$ cat src/rtl/mul_pipe.sv
// Pipelined signed/unsigned WIDTH x WIDTH multiplier with optional accumulate/subtract.
// Global-stall pipeline: every stage holds when the result at the output is not taken.
module mul_pipe #(
  parameter int unsigned WIDTH  = 32,
  parameter int unsigned STAGES = 5,
  parameter int unsigned TAG_W  = 4
) (
  input  logic                 clk,
  input  logic                 rst,
  input  logic                 flush,
  input  logic                 in_valid,
  output logic                 in_ready,
  input  logic                 in_signed,
  input  logic [1:0]           in_acc_op,
  input  logic [WIDTH-1:0]     in_a,
  input  logic [WIDTH-1:0]     in_b,
  input  logic [2*WIDTH-1:0]   in_acc,
  input  logic [TAG_W-1:0]     in_tag,
  output logic                 out_valid,
  input  logic                 out_ready,
  output logic [2*WIDTH-1:0]   out_res,
  output logic [TAG_W-1:0]     out_tag,
  output logic                 busy
);

  localparam int unsigned PW = 2 * WIDTH;

  logic              advance_c;
  logic              accept_c;
  logic [STAGES-1:0] vld_q;
  logic [STAGES-1:0] vld_d;
  logic [TAG_W-1:0]  tag_q [STAGES];
  logic [PW-1:0]     ext_a_c;
  logic [PW-1:0]     ext_b_c;

  // Product of two width-extended operands, truncated to PW bits, then combined with acc.
  function automatic logic [PW-1:0] mac(input logic [PW-1:0] a,
                                        input logic [PW-1:0] b,
                                        input logic [PW-1:0] acc,
                                        input logic [1:0]    op);
    logic [PW-1:0] p;
    p = a * b;
    case (op)
      2'b01:   return acc + p;
      2'b10:   return acc - p;
      default: return p;
    endcase
  endfunction

  assign advance_c = ~(out_valid & ~out_ready);
  assign in_ready  = advance_c & ~flush & rst;
  assign accept_c  = in_valid & in_ready;
  assign out_valid = vld_q[STAGES-1];
  assign out_tag   = tag_q[STAGES-1];
  assign busy      = |vld_q;

  assign ext_a_c = in_signed ? {{WIDTH{in_a[WIDTH-1]}}, in_a} : {{WIDTH{1'b0}}, in_a};
  assign ext_b_c = in_signed ? {{WIDTH{in_b[WIDTH-1]}}, in_b} : {{WIDTH{1'b0}}, in_b};

  always_comb begin
    vld_d = vld_q;
    if (flush) begin
      vld_d = '0;
    end else if (advance_c) begin
      vld_d[0] = accept_c;
      for (int unsigned i = 1; i < STAGES; i++) begin
        vld_d[i] = vld_q[i-1];
      end
    end
  end

  always_ff @(posedge clk or negedge rst) begin
    if (!rst) begin
      vld_q <= '0;
    end else begin
      vld_q <= vld_d;
    end
  end

  always_ff @(posedge clk or negedge rst) begin
    if (!rst) begin
      for (int unsigned i = 0; i < STAGES; i++) begin
        tag_q[i] <= '0;
      end
    end else if (advance_c) begin
      tag_q[0] <= in_tag;
      for (int unsigned i = 1; i < STAGES; i++) begin
        tag_q[i] <= tag_q[i-1];
      end
    end
  end

  generate
    if (STAGES == 1) begin : g_one
      logic [PW-1:0] res_q;

      always_ff @(posedge clk or negedge rst) begin
        if (!rst) begin
          res_q <= '0;
        end else if (advance_c) begin
          res_q <= mac(ext_a_c, ext_b_c, in_acc, in_acc_op);
        end
      end

      assign out_res = res_q;
    end else begin : g_multi
      // Stage 0 registers operands; stage 1 forms the result; later stages carry it.
      logic [PW-1:0] a_q;
      logic [PW-1:0] b_q;
      logic [PW-1:0] acc_q;
      logic [1:0]    op_q;
      logic [PW-1:0] res_q [STAGES-1];

      always_ff @(posedge clk or negedge rst) begin
        if (!rst) begin
          a_q   <= '0;
          b_q   <= '0;
          acc_q <= '0;
          op_q  <= '0;
          for (int unsigned i = 0; i < STAGES - 1; i++) begin
            res_q[i] <= '0;
          end
        end else if (advance_c) begin
          a_q      <= ext_a_c;
          b_q      <= ext_b_c;
          acc_q    <= in_acc;
          op_q     <= in_acc_op;
          res_q[0] <= mac(a_q, b_q, acc_q, op_q);
          for (int unsigned i = 1; i < STAGES - 1; i++) begin
            res_q[i] <= res_q[i-1];
          end
        end
      end

      assign out_res = res_q[STAGES-2];
    end
  endgenerate

endmodule
$ cat config.mk
export PLATFORM = sky130hd
export DESIGN_NAME = mul_pipe
export DESIGN_NICKNAME = d
export VERILOG_FILES = /design/src/rtl/mul_pipe.sv
export SDC_FILE = /design/constraint.sdc
export NUM_CORES = 2
export LEC_CHECK = 0
export CAP_MARGIN = 0
export CORE_MARGIN = 2
export CORE_UTILIZATION = 35
export CTS_BUF_LIST = sky130_fd_sc_hd__clkbuf_16
export DETAILED_ROUTE_END_ITERATION = 12
export PLACE_DENSITY = 0.52
export SYNTH_ARGS = -nofsm -noshare
export SYNTH_HDL_FRONTEND = slang
export SYNTH_SLANG_ARGS = --single-unit
$ cat constraint.sdc
create_clock -name clk -period 14.9 [get_ports clk]
set_input_delay 2.98 -clock clk [delete_from_list [all_inputs] [get_ports clk]]
set_output_delay 2.98 -clock clk [all_outputs]
set_load 0.005 [all_outputs]
==> metrics <==
status=completed; R2R setup slack=0.77 ns; Max Cap Viol=0; Worst EP arrival=14.72 ns; Ys Warns=0; Critical Path End=g_multi.res_q[253]; DP Worst Slack=0.485 ns; Post-route DRC=0; CTS Buf Count=51; Slew headroom=0.313; io pins=211; type of origin of the critical path=flop; Clock Tree Buf Depth=3; Critical Path Stages=42; H-tree Lvls=2; Crit path max-delay family=adder cells; sequential element share of the synthesized area=0.148; critical path class=reg2reg; Crit. Startpoint=g_multi.a_q[11]; first-pass GRT wire length=350 mm; mapped cell area=70000 µm²; Clock Pin Slew Worst Setup and Hold Paths=0.07 ns; core area=199000 µm²; initial DRC count=3095; Fin. Hold Viols=0; post-cts gate resize count=0; max-slew violations=0; synthesized flop and latch total=413; ratio of cells with drive above 1 in the final layout=0.0292; post-route setup TNS=0 ns; RR Endpoint=g_multi.res_q[253]; Via density=4.90; total gr overflow=0; pin count of the biggest net entering global routing=200; ys async rst share=1.00; CTS tree=done; GR Util All Layers=0.224; maximum fanout along the worst path=18; setup bufs post-CTS=0; final setup margin=0.767 ns; EDFF count, synth=0; die area=204000 µm²; Clock Root Buffer=clkbuf_16; syn avg cell area=8.94 µm²; area grow syn2layout=8.68%; DP Area=74400 µm²; most used cell, CP=fa_1; Mapped Cells=7828; CP peak stage delay=0.98 ns; worst r2r path cells=42; crit share post-route=0.949; WL final=222 mm; Worst Path Required=15.48 ns; CP bufs+invs=6; net count after synthesis=9769; post-route antenna net violation count=0; vias in the first global route=57313; cell area after layout=76100 µm²; vias=51298; IO buf count=210; prevailing post-synth register cell=dfrtp_1; total clock sinks=413; Netlist cell types=89; antenna violations before repair=10; Die Width=451 µm; Hold WS=0.464 ns; # hold bufs at CTS=0; worst skew pair latency=0.68 ns; Routed WL per cell=21.3 µm; CP endpoint kind=flop; R2R Path Start=g_multi.a_q[11]; Final Skew=0.0268 ns; Final GP Congestion=0.933; worst-margin pin slew=1.03 ns; row count=164; Final HPWL DP=184 mm; Die Height=451 µm; First-pass DRT Iterations=6; Max Fclk=70.8 MHz; critical path's slowest cell=dfrtp_1; minimum clock period=14.13 ns; Initial Util=0.351; Final #Nets=9698; Tightest Hold Check Type=reg2reg; Final Setup Violations=0; RSZ-0062 raised after global routing=false
## worst reg2reg max path, delay by kind of cell, from the launching register on
kind            cells  cell delay (ns)
fa+ha+maj          12             5.69
compound gates     12             3.37
simple gates       10             2.75
flops               1             0.98
xor+xnor            1             0.15
buf+inv             6             0.75
mux                 1             0.36
## registers in the layout (all words and copies together), names as in the netlist
| name | cells |
|---|---|
| vld_q | 5 |
| out_tag | 4 |
| g_multi.op_q | 2 |
| g_multi.a_q | 33 |
| g_multi.b_q | 33 |
| g_multi.acc_q | 64 |
| out_res | 64 |
| g_multi.res_q | 192 |
| tag_q | 16 |
## metrics by stage
step           std cells   util
3_3_place_gp       10360  0.373
2_1_floorplan       7828      -
5_1_grt            10457  0.382
3_5_place_dp       10360  0.373
6_report           10460  0.382
4_1_cts            10456  0.382
## metal layers
layer | GRT usage | vias to the layer above | wire length [µm]
li1 | - | 23069 | -
met1 | 0.288 | 26726 | 93500
met2 | 0.394 | 1189 | 111000
met3 | 0.0180 | 314 | 8000
met4 | 0.0857 | 0 | 9510
met5 | 0 | - | 0
## how the worst min path moves through the flow
stage	from	end	cells past startpoint
finish	out_res[16]	out_res[16]	2
global route	tag_q[7]	tag_q[7]	2
CTS	out_res[16]	out_res[16]	2
detailed placement	out_res[16]	out_res[16]	2
global placement	tag_q[9]	tag_q[9]	2
floorplan	g_multi.res_q[255]	g_multi.res_q[191]	2
## synth_stat cells (8+ instances only)
master,instances,area (µm²)
nand2_1,1699,6380
inv_1,1588,5960
fa_1,1442,28900
and2_1,562,3520
dfrtp_1,413,10300
ha_1,359,4490
clkbuf_1,353,1330
a21oi_1,243,1220
nor2_1,189,709
xnor2_1,155,1360
o21ai_0,109,546
a21o_1,79,593
buf_4,68,510
xor2_1,56,490
nor3_1,46,230
nand3_1,42,210
nand4_1,33,206
o21a_1,31,233
a211oi_1,27,203
a31oi_1,26,163
and3_1,25,156
nor2b_1,24,150
o21bai_1,19,143
nand2b_1,15,93.8
buf_1,11,41.3
nor4_1,11,68.8
o31ai_1,11,82.6
a211o_1,10,87.6
or3_1,10,62.6
mux2i_1,9,90.1
a311oi_1,8,70.1
nor4b_1,8,70.1
o211ai_1,8,60.1
## logic make-up (layout without fill, tap and decap cells)
kind of cell / count (synthesis) / in the layout / synth area share
XOR/XNOR: 211 / 211 / 0.0264
buffers and inverters: 2028 / 2000 / 0.113
AND/OR/NAND/NOR: 2702 / 2702 / 0.175
multiplexers: 13 / 13 / 0.00193
adder cells (fa/ha/maj): 1801 / 1801 / 0.477
other: 0 / 4 / 0
AO/OA/AOI/OAI: 660 / 660 / 0.0601
flip-flops: 413 / 413 / 0.148
## placed cells by master (no fill, tap or decap), drive strengths merged, types with 155 or more instances in the layout
| cell | Yosys | routed |
|---|---|---|
| a21oi | 245 | 245 |
| and2 | 562 | 562 |
| clkdlybuf4s50 | 0 | 209 |
| dfrtp | 413 | 413 |
| fa | 1442 | 1442 |
| ha | 359 | 359 |
| inv | 1588 | 1602 |
| nand2 | 1699 | 1699 |
| nor2 | 189 | 189 |
| xnor2 | 155 | 155 |
## cell type report
| cell class | instances | area (µm²) |
|---|---|---|
| clock buffers | 51 | 1280 |
| inverters | 1588 | 5960 |
| multi-input cells | 5387 | 51800 |
| diodes | 4 | 10.0 |
| fillers | 20249 | 123000 |
| clock inverters | 45 | 405 |
| flip-flops and latches | 413 | 10300 |
| well taps | 2656 | 3320 |
| repair buffers | 316 | 2940 |
Power is not shown: default switching activity piles up to over one toggle a cycle in this logic, so the estimate is an artifact.
